===== src/rtl/cpu_pkg.sv =====
// Shared CPU field widths and dispatch entry layout, reused by the
// decode/dispatch/issue blocks.
package cpu_pkg;

  localparam int unsigned INST_W     = 83;
  localparam int unsigned REG_ADDR_W = 5;

  typedef struct packed {
    logic [INST_W-1:0]     inst;
    logic [REG_ADDR_W-1:0] rd;
    logic                  map_en;
  } dispatch_entry_t;

  // Encoding equals {push, pop} so the control can cast it directly.
  typedef enum logic [1:0] {
    Q_IDLE = 2'b00,
    Q_POP  = 2'b01,
    Q_PUSH = 2'b10,
    Q_BOTH = 2'b11
  } queue_op_e;

endpackage


===== src/rtl/dispatch_queue_ctrl.sv =====
// Pointer/count bookkeeping for dispatch_queue: full/empty, handshake
// qualification and single-cycle flush.
module dispatch_queue_ctrl
  import cpu_pkg::*;
#(
  parameter  int unsigned DEPTH = 4,
  localparam int unsigned PTR_W = $clog2(DEPTH)
) (
  input  logic             clk,
  input  logic             rst_n,
  input  logic             flush,
  input  logic             in_valid,
  input  logic             out_ready,
  input  logic             bypass,
  output logic             in_ready,
  output logic             empty,
  output logic             push,
  output logic [PTR_W-1:0] wr_ptr,
  output logic [PTR_W-1:0] rd_ptr,
  output logic [PTR_W:0]   count
);

  localparam int unsigned   CNT_W      = PTR_W + 1;
  localparam logic [PTR_W:0] FULL_COUNT = CNT_W'(DEPTH);

  logic      pop;
  queue_op_e op;

  // in_ready depends on registered count only, so a full queue refuses
  // a push even while it pops.
  assign in_ready = (count != FULL_COUNT);
  assign empty    = (count == '0);
  assign push     = in_valid && in_ready && !bypass;
  assign pop      = !empty && out_ready;
  assign op       = queue_op_e'({push, pop});

  always_ff @(posedge clk or negedge rst_n) begin
    if (!rst_n) begin
      wr_ptr <= '0;
      rd_ptr <= '0;
      count  <= '0;
    end else if (flush) begin
      wr_ptr <= '0;
      rd_ptr <= '0;
      count  <= '0;
    end else begin
      case (op)
        Q_PUSH: begin
          wr_ptr <= wr_ptr + 1'b1;
          count  <= count + 1'b1;
        end
        Q_POP: begin
          rd_ptr <= rd_ptr + 1'b1;
          count  <= count - 1'b1;
        end
        Q_BOTH: begin
          wr_ptr <= wr_ptr + 1'b1;
          rd_ptr <= rd_ptr + 1'b1;
        end
        default: ;
      endcase
    end
  end

endmodule


===== src/rtl/dispatch_queue.sv =====
// In-order elastic queue between decode and issue with one-cycle flush.
// Optional DISPATCH_BYPASS_EN: empty-queue 0-cycle pass-through to out_*.
module dispatch_queue #(
  parameter  int unsigned DEPTH  = 4,
  parameter  int unsigned INST_W = cpu_pkg::INST_W,
  localparam int unsigned PTR_W  = $clog2(DEPTH)
) (
  input  logic                           clk,
  input  logic                           rst_n,
  input  logic                           flush,
  input  logic                           in_valid,
  output logic                           in_ready,
  input  logic [INST_W-1:0]              in_inst,
  input  logic [cpu_pkg::REG_ADDR_W-1:0] in_rd,
  input  logic                           in_map_en,
  output logic                           out_valid,
  input  logic                           out_ready,
  output logic [INST_W-1:0]              out_inst,
  output logic [cpu_pkg::REG_ADDR_W-1:0] out_rd,
  output logic                           out_map_en,
  output logic [PTR_W:0]                 count
);

  import cpu_pkg::*;

  typedef struct packed {
    logic [INST_W-1:0]     inst;
    logic [REG_ADDR_W-1:0] rd;
    logic                  map_en;
  } entry_t;

  entry_t           mem [DEPTH];
  entry_t           head;
  logic             empty;
  logic             push;
  logic             bypass;
  logic [PTR_W-1:0] wr_ptr;
  logic [PTR_W-1:0] rd_ptr;

`ifdef DISPATCH_BYPASS_EN
  assign bypass = empty && in_valid && out_ready && !flush;
`else
  assign bypass = 1'b0;
`endif

  dispatch_queue_ctrl #(
    .DEPTH (DEPTH)
  ) u_ctrl (
    .clk       (clk),
    .rst_n     (rst_n),
    .flush     (flush),
    .in_valid  (in_valid),
    .out_ready (out_ready),
    .bypass    (bypass),
    .in_ready  (in_ready),
    .empty     (empty),
    .push      (push),
    .wr_ptr    (wr_ptr),
    .rd_ptr    (rd_ptr),
    .count     (count)
  );

  always_ff @(posedge clk) begin
    if (push) begin
      mem[wr_ptr] <= '{inst: in_inst, rd: in_rd, map_en: in_map_en};
    end
  end

  assign head = mem[rd_ptr];

  // Outputs are forced to zero when empty so stale storage never leaks out.
  always_comb begin
    out_valid  = !empty;
    out_inst   = '0;
    out_rd     = '0;
    out_map_en = 1'b0;
    if (bypass) begin
      out_valid  = 1'b1;
      out_inst   = in_inst;
      out_rd     = in_rd;
      out_map_en = in_map_en;
    end else if (!empty) begin
      out_inst   = head.inst;
      out_rd     = head.rd;
      out_map_en = head.map_en;
    end
  end

endmodule

===== config.mk =====
export PLATFORM = sky130hd
export DESIGN_NAME = dispatch_queue
export DESIGN_NICKNAME = d
export VERILOG_FILES = /design/src/rtl/cpu_pkg.sv /design/src/rtl/dispatch_queue_ctrl.sv /design/src/rtl/dispatch_queue.sv
export SDC_FILE = /design/constraint.sdc
export NUM_CORES = 1
export LEC_CHECK = 0
export ABC_AREA = 0
export CAP_MARGIN = 20
export CORE_MARGIN = 10
export CORE_UTILIZATION = 55
export DETAILED_ROUTE_END_ITERATION = 8
export DONT_BUFFER_PORTS = 1
export PLACE_DENSITY = 0.7
export SLEW_MARGIN = 20
export SYNTH_ARGS = -nofsm -noshare
export SYNTH_HDL_FRONTEND = slang
export SYNTH_SLANG_ARGS = --single-unit

===== constraint.sdc =====
create_clock -name clk -period 7.8 [get_ports clk]
set_input_delay 0.78 -clock clk [delete_from_list [all_inputs] [get_ports clk]]
set_output_delay 0.78 -clock clk [all_outputs]
set_load 0.01 [all_outputs]

**After elaboration in Yosys (flattened, before gate mapping)**

Memories as Yosys holds them, arrays and structs flattened.
Index checks and enable logic that the tools add are counted.

- Bits in registers: 7
- Memory bits (writable): 356
- Input bits: 94
- Output and inout bits: 94
- Logic and storage cells: 32
- Memories kept: 1

Memory list:

| memory | depth | bits a word | read ports | clocked after memory_dff | wr ports | RTL line | RTL |
|---|---|---|---|---|---|---|---|
| mem | 4 | 89 | 1 | 0 | 1 | dispatch_queue.sv:32 | `entry_t mem [DEPTH];` |

- Add/subtract/negate cells: 4
- Eq/ne operators: 4
- Mux-type cells: 11
- Reduce and logical (&&, ||, !) cells: 9

Operator list:

| kind | count |
|---|---|
| $mux 83 | 1 |
| $mux 2 | 4 |
| $pmux 3 s2 | 1 |
| $mux 5 | 1 |
| $add 2x1->2 const B | 2 |
| $eq 2x2->1 const B | 2 |
| $reduce_bool 2->1 | 2 |
| $reduce_or 2->1 | 2 |
| $add 3x1->3 const B | 1 |
| $logic_not 3->1 | 1 |
| $mux 1 | 3 |
| $mux 3 | 1 |
| $ne 3x3->1 const B | 1 |
| $reduce_bool 3->1 | 1 |
| $sub 3x1->3 const B | 1 |
| $eq 2x1->1 const B | 1 |
| $logic_and 1x1->1 | 2 |
| $logic_not 1->1 | 1 |

**Logic depth before layout (Yosys ltp)**

Gate-level depths: netlist of the first run.

- Word-level depth: 7
- Gate-level depth with buffers: 8
- Depth with buffers taken out: 6

**Modules after synthesis**

From an unflattened synthesis of the first run, not the netlist that was laid out.

- Cell total of the unflattened synthesis: 712
- Area total of the unflattened synthesis: 13805.7 µm²

By module, submodules not included:

| module | instances | cells each | area each (µm²) | seq. area each (µm²) |
|---|---|---|---|---|
| dispatch_queue | 1 | 672 | 13386.6 | 10690.3 |
| dispatch_queue_ctrl | 1 | 40 | 419.2 | 175.2 |

**Worst setup path after synthesis of the first run**

No wires, ideal clock.

- Kind: input-to-reg
- Start: input port in_valid
- End: memory mem[0][0] (netlist name) (enable)
- Library setup time: 457 ps
- Arrival time: 3432 ps
- Data required time: 7343 ps
- Setup slack: 3910 ps
- Stages: 3
- Buffers on the path: 1
- Cells stage by stage: buf_2 a21boi_1 and2_1

- Longest elaborated chain between the ends: 3

RTL lines:

| item | RTL line | RTL |
|---|---|---|
| start, declared | dispatch_queue.sv:11 | `input logic in_valid,` |
| $logic_and 1x1->1 | dispatch_queue_ctrl.sv:33 | `assign push = in_valid && in_ready && !bypass;` |
| $mux 1 | dispatch_queue.sv:64 | `if (push) begin` |
| $mux 1 (not written as such) | dispatch_queue.sv:65 | `mem[wr_ptr] <= '{inst: in_inst, rd: in_rd, map_en: in_map_en};` |
| end, declared | dispatch_queue.sv:32 |  |

Every way passes these cells.

**Final worst setup path of the first run**

- Start: register u_ctrl.rd_ptr[0]
- End: output port out_inst[47]

- Longest elaborated chain between the ends: 2

RTL lines:

| item | RTL line | RTL |
|---|---|---|
| start, declared | dispatch_queue_ctrl.sv:19 | `output logic [PTR_W-1:0] rd_ptr,` |
| start signal, assigned | dispatch_queue_ctrl.sv:53 | `rd_ptr <= rd_ptr + 1'b1;` |
| start signal, assigned | dispatch_queue_ctrl.sv:58 | `rd_ptr <= rd_ptr + 1'b1;` |
| $mem_v2 4x89 | n/a |  |
| $mux 83 | dispatch_queue.sv:82 | `end else if (!empty) begin` |
| end, declared | dispatch_queue.sv:18 | `output logic [INST_W-1:0] out_inst,` |

Every way passes these cells.

==> flow_metrics.tcl, run 1 <==
set metrics [dict create \
    status "finished clean" \
    final_nets 740 \
    regArea_um2 10900 \
    portBuffers 0 \
    fin_cells 998 \
    ir_worst_vdd_v 0.000218 \
    synth_area_leaders "edfxtp_1 (77%), mux4_2 (14%), and2_1 (4.2%), dfrtp_1 (1.3%), buf_2 (0.50%)" \
    synthArstFlopShare 0.0193 \
    max-clock-path-buffers 3 \
    finalSetupTns_ps 0 \
    path_max_fanout 51 \
    worstSetupStartpoint "u_ctrl.rd_ptr[0]$_DFFE_PN0P_" \
    grtUsageMet3 0.0651 \
    grt_pass1_wl_mm 40.0 \
    core-area_um2 25000 \
    ctsHoldBuffers 1 \
    timing.slew.headroom 0.406 \
    clock_latency_ps 520 \
    cap_violations 0 \
    worst_slew_pin_slew_ps 891 \
    hold_viol 0 \
    synth_ff_type "edfxtp_1" \
    met2_usage 0.275 \
    cts_setup_buffers 0 \
    start_kind "flip-flop" \
    gp_congestion 0.720 \
    grt_start_max_net_pins 94 \
    rsz0062_at_grt "false" \
    avgSynthCellArea_um2 22.2 \
    period_share 0.491 \
    yosys_warnings 0 \
    ios 188 \
    crit_type "flip-flop to output port" \
    drt_iter0_drc 403 \
    wl_per_cell_um 26.6 \
    dieArea_um2 32100 \
    mostFrequentLayoutCell "edfxtp_1" \
    dp_cells 931 \
    cts.sinks 363 \
    hp-class "input port to flip-flop" \
    drt-total-wl_mm 26.5 \
    top_usage_layer "met2" \
    drive_gt1_frac 0.237 \
    finClkSkew_ps 10.8 \
    ant_nets 0 \
    synth-edff-count 356 \
    power_density_nw_per_um2 301 \
    multiInputGateArea_um2 2910 \
    antenna_found_initial 0 \
    grt_pass1_vias 6515 \
    path_clk_slew_ps 70 \
    ctsHtreeMaxLevel 2 \
    cts_buffers 37 \
    clock_tree.root_cell "clkbuf_16" \
    worstHoldStart "flush" \
    die_h_um 179 \
    finalSetupViolations 0 \
    hpwl_mm 15.7 \
    yosysUniqueCellTypes 33 \
    synth_area_um2 13900 \
    fin_crit_ps 3830 \
    drc 0 \
    arrival_ps 3050 \
    r2r-start "u_ctrl.count[2]$_DFFE_PN0P_" \
    vias 5981 \
    synth_area_leader_cell "edfxtp_1" \
    synth.top_cell.area_share 0.767 \
    num_rows 58 \
    diodes 0 \
    first_pass_iters 5 \
    post_cts_resized 0 \
    vias_per_cell 5.99 \
    p_leak_nw 4.83 \
    syn_inst 628 \
    endpoint_kind "output port" \
    drv_slew 0 \
    final_cell_mix "edfxtp_1 (356), mux4_2 (89), and2_1 (89)" \
    grt_usage 0.165 \
    cp.required_ps 7020 \
    synth-seq-cells 363 \
    start_util 0.557 \
    fillers 1712 \
    fmax_mhz 261 \
    syn2layout_area_growth_pct 10.9 \
    cts_tree "done" \
    yosysSeqAreaShare 0.780 \
    syn_nets 727 \
    overflow 0 \
    grt_use_met1 0.196 \
    die_w_um 179 \
]
[synthesized netlist by cell type, types with 3 or more instances]
master and number:
and2_1 93, buf_2 14, clkbuf_1 15, dfrtp_1 7, edfxtp_1 356, ha_1 4
inv_1 3, mux4_2 89, nand2_1 5, nand3_1 3, nor2_1 7, xor2_1 3
[cell families after synthesis]
kind of cell	share of synthesized area
AOI/OAI and AO/OA	0.00575
buffers and inverters	0.0119
and+or+nand+nor	0.0505
muxes	0.145
xor gates and xnor gates	0.00251
adders and majority gates	0.00503
DFF	0.780
[per-stage QoR]
| stage | area [um2] | setup WS, ps | total power, mW | util | hold slack [ps] |
|---|---|---|---|---|---|
| after floorplan | 13900 | 3910 | 2.88 | - | 484 |
| after global placement | 14300 | 4120 | 3.02 | 0.570 | 485 |
| after detailed placement | 14300 | 4110 | 3.04 | 0.570 | 485 |
| after CTS | 15400 | 3560 | 4.72 | 0.617 | 305 |
| after global routing | 15400 | 3690 | 4.83 | 0.617 | 311 |
| final | 15400 | 3970 | 4.65 | 0.617 | 317 |
[report_power, final]
group	internal (mW)	total (mW)	switching (mW)
clock	0.966	1.68	0.710
sequential	2.29	2.36	0.0679
combinational	0.261	0.616	0.355
total	3.52	4.65	1.13
[per-layer routing]
layer | vias up | wire [um]
met4 | 0 | 603
met5 | - | 0
met2 | 205 | 13500
met1 | 3153 | 9760
li1 | 2577 | -
met3 | 46 | 2650
[critical path, cell delays in order (launching register included)]
cell and delay (ps):
dfrtp_4 960, buf_6 680, mux4_2 590, and2_1 240
[final cells by class]
type,instances,area share
tap,330,0.0267
clock buffer,42,0.0625
timing repair buffer,8,0.00429
clock inverter,24,0.0131
inverter,3,0.000729
sequential,363,0.704
multi-input combinational,228,0.189
[state kept, by name, summed over array words and instances (netlist names)]
signal         flops
mem              356
u_ctrl.count       3
u_ctrl.rd_ptr      2
u_ctrl.wr_ptr      2
[worst paths after layout]
kind / endpoint / slack, ps / cells after the start
min in group asynchronous: u_ctrl.count[2]$_DFFE_PN0P_ / 610 / 1
min: u_ctrl.count[2]$_DFFE_PN0P_ / 320 / 1
max: out_inst[47] / 3970 / 3
max in group asynchronous: u_ctrl.rd_ptr[0]$_DFFE_PN0P_ / 6880 / 1
max reg2reg: u_ctrl.count[2]$_DFFE_PN0P_ / 4640 / 7
min reg2reg: u_ctrl.wr_ptr[1]$_DFFE_PN0P_ / 620 / 2
(Power assumes the default switching activity.)
==> inputs of run 2 (changes only) <==
==> constraint.sdc (replaced) <==
create_clock -name clk -period 3.6 [get_ports clk]
set_input_delay 0.36 -clock clk [delete_from_list [all_inputs] [get_ports clk]]
set_output_delay 0.36 -clock clk [all_outputs]
set_load 0.01 [all_outputs]
==> run 2 against run 1 <==
  * Count of clock-buffer cells in the layout up 4
  * Routed wire length up 2.1%
  * Clock power up 130%
  * First-iteration DRC count down 8.2%
  * Die area unchanged
  * Sequential share of layout area down 4.8 points
  * Via count up 6.1%
  * Power up 120%
  * Worst hold slack worse by 280 ps
  * Critical path type unchanged
  * Sequential power up 120%
  * Highest routed layer unchanged
  * Non-clock buffer count up 98
  * Critical endpoint is now out_inst[3]
  * Global-route usage up 0.54 points
==> flow_metrics.tcl, run 2 (same netlist as run 1, synthesis figures left out) <==
set metrics [dict create \
    worstHoldStart "in_valid" \
    cap_violations 0 \
    vias_per_cell 5.75 \
    ios 188 \
    status "finished clean" \
    crit_family "flip-flops" \
    max-clock-path-buffers 3 \
    grt_usage 0.171 \
    rsz0062_at_grt "false" \
    grt_pass1_wl_mm 41.6 \
    cts_setup_buffers 0 \
    drc 0 \
    clock_latency_ps 510 \
    cpPeakStageDelay_ps 830 \
    grt_pass1_vias 7048 \
    drive_gt1_frac 0.216 \
    wl_per_cell_um 24.5 \
    drv_slew 0 \
    num_rows 58 \
    endpoint_kind "output port" \
    clock_tree.root_cell "clkbuf_16" \
    grt_start_max_net_pins 93 \
    final_cell_mix "edfxtp_1 (356), dlygate4sd3_1 (92), mux4_2 (89), and2_1 (89), clkbuf_16 (41)" \
    finalSetupTns_ps 0 \
    first_pass_iters 6 \
    overflow 0 \
    top_register "mem" \
    ctsHtreeMaxLevel 2 \
    swShare 0.237 \
    finalSetupViolations 0 \
    start_kind "flip-flop" \
    reg_top3 "mem: 356 flops, u_ctrl.count: 3 flops" \
    vias 6347 \
    dieArea_um2 32100 \
    antenna_found_initial 5 \
    hold_viol 0 \
    cts_buffers 38 \
    timing.final.ws_setup_ps 727 \
    die_h_um 179 \
    min_to "u_ctrl.count[2]$_DFFE_PN0P_" \
    comb_power_share 0.144 \
    cts.sinks 363 \
    period_share 0.798 \
    start_util 0.557 \
    regToRegSetupSlack_ps 970 \
    crit_type "flip-flop to output port" \
    worst_slew_pin_slew_ps 910 \
    fmax_mhz 348 \
    r2r_cells 6 \
    finClkSkew_ps 11.1 \
    die_w_um 179 \
    power.internal_mw 7.98 \
    cts_tree "done" \
    core-area_um2 25000 \
    cp.required_ps 3240 \
    ant_nets 0 \
    arrival_ps 2510 \
    final_nets 839 \
    path_clk_slew_ps 60 \
    ir_worst_vdd_v 0.000562 \
    reg2reg_to "u_ctrl.count[2]$_DFFE_PN0P_" \
    drt_iter0_drc 370 \
    hpwl_mm 15.8 \
    syn2layout_area_growth_pct 19.0 \
    power_frac_seq 0.488 \
    whs_ps 33.9 \
    drt-total-wl_mm 27.1 \
    mostFrequentLayoutCell "edfxtp_1" \
    cp_num_buf_inv 1 \
    path_max_fanout 32 \
    clkPwrFrac 0.368 \
    worstPathCellList "buf_4 > mux4_2 > and2_1" \
    timing.slew.headroom 0.393 \
    critical_path.slowest_cell "dfrtp_4" \
    portBuffers 0 \
    r2r-start "u_ctrl.count[2]$_DFFE_PN0P_" \
    fin_crit_ps 2870 \
    power_density_nw_per_um2 630 \
    pre_cts_slack_ps 971 \
    hp-class "input port to flip-flop" \
    p_sw_mw 2.47 \
    p_leak_nw 5.31 \
    largest_reg_flops 356 \
    worstHoldPathCells 2 \
    gp_congestion 0.743 \
]
[run 2: changes by cell type in the layout (fill, tap and decap cells not counted), sizes merged]
cell         change
diode            +5
buf              +7
bufinv           +2
dlygate4sd3     +91
clkinv           -2
clkinvlp         -1
clkbuf           +4
inv              -1
[run 2: final cells by class]
| cell class | instances | area [um2] |
|---|---|---|
| Sequential cell | 363 | 10900 |
| Inverter | 3 | 11.3 |
| Clock buffer | 46 | 1040 |
| Fill cell | 1628 | 8460 |
| Antenna cell | 5 | 12.5 |
| Timing Repair Buffer | 106 | 1100 |
| Clock inverter | 22 | 209 |
| Tap cell | 330 | 413 |
| Multi-Input combinational cell | 228 | 2910 |
[run 2: power groups by stage]
stage	combinational, mW	clock [mW]	sequential, mW
after CTS	1.55	3.92	5.10
after global routing	1.64	4.10	5.13
after floorplan	1.13	0	5.10
after detailed placement	1.42	0	5.19
after global placement	1.40	0	5.17
final	1.51	3.85	5.10
[run 2: worst max path at each step]
stage	slack, ps	to	from	cells after the start
2_1_floorplan	960	mem[0][0]$_DFFE_PP_	u_ctrl.count[0]$_DFFE_PN0P_	4
3_3_place_gp	1050	u_ctrl.count[2]$_DFFE_PN0P_	u_ctrl.count[2]$_DFFE_PN0P_	6
3_5_place_dp	970	u_ctrl.count[2]$_DFFE_PN0P_	u_ctrl.count[2]$_DFFE_PN0P_	6
4_1_cts	610	out_inst[3]	u_ctrl.rd_ptr[0]$_DFFE_PN0P_	3
5_1_grt	520	out_inst[3]	u_ctrl.rd_ptr[0]$_DFFE_PN0P_	3
6_report	730	out_inst[3]	u_ctrl.rd_ptr[0]$_DFFE_PN0P_	3
[run 2: metrics by stage]
stage	util	area (um2)	total power, mW	instances
2_1_floorplan	-	13900	6.23	628
3_3_place_gp	0.575	14400	6.57	938
3_5_place_dp	0.575	14400	6.61	938
4_1_cts	0.662	16600	10.6	1098
5_1_grt	0.662	16600	10.9	1103
6_report	0.662	16600	10.5	1103
[run 2: repair_timing]
item / CTS / global route
resized for setup: 0 / 0
hold buffers: 92 / 0
hold endpoints to repair: 370 / 0
[run 2: layer usage]
| layer | part of all wire | GRT usage | vias up |
|---|---|---|---|
| met3 | 0.082 | 0.0548 | 43 |
| met2 | 0.53 | 0.291 | 213 |
| met4 | 0.019 | 0.0489 | 0 |
| li1 | - | - | 2782 |
| met1 | 0.37 | 0.205 | 3309 |
| met5 | 0 | 0 | - |
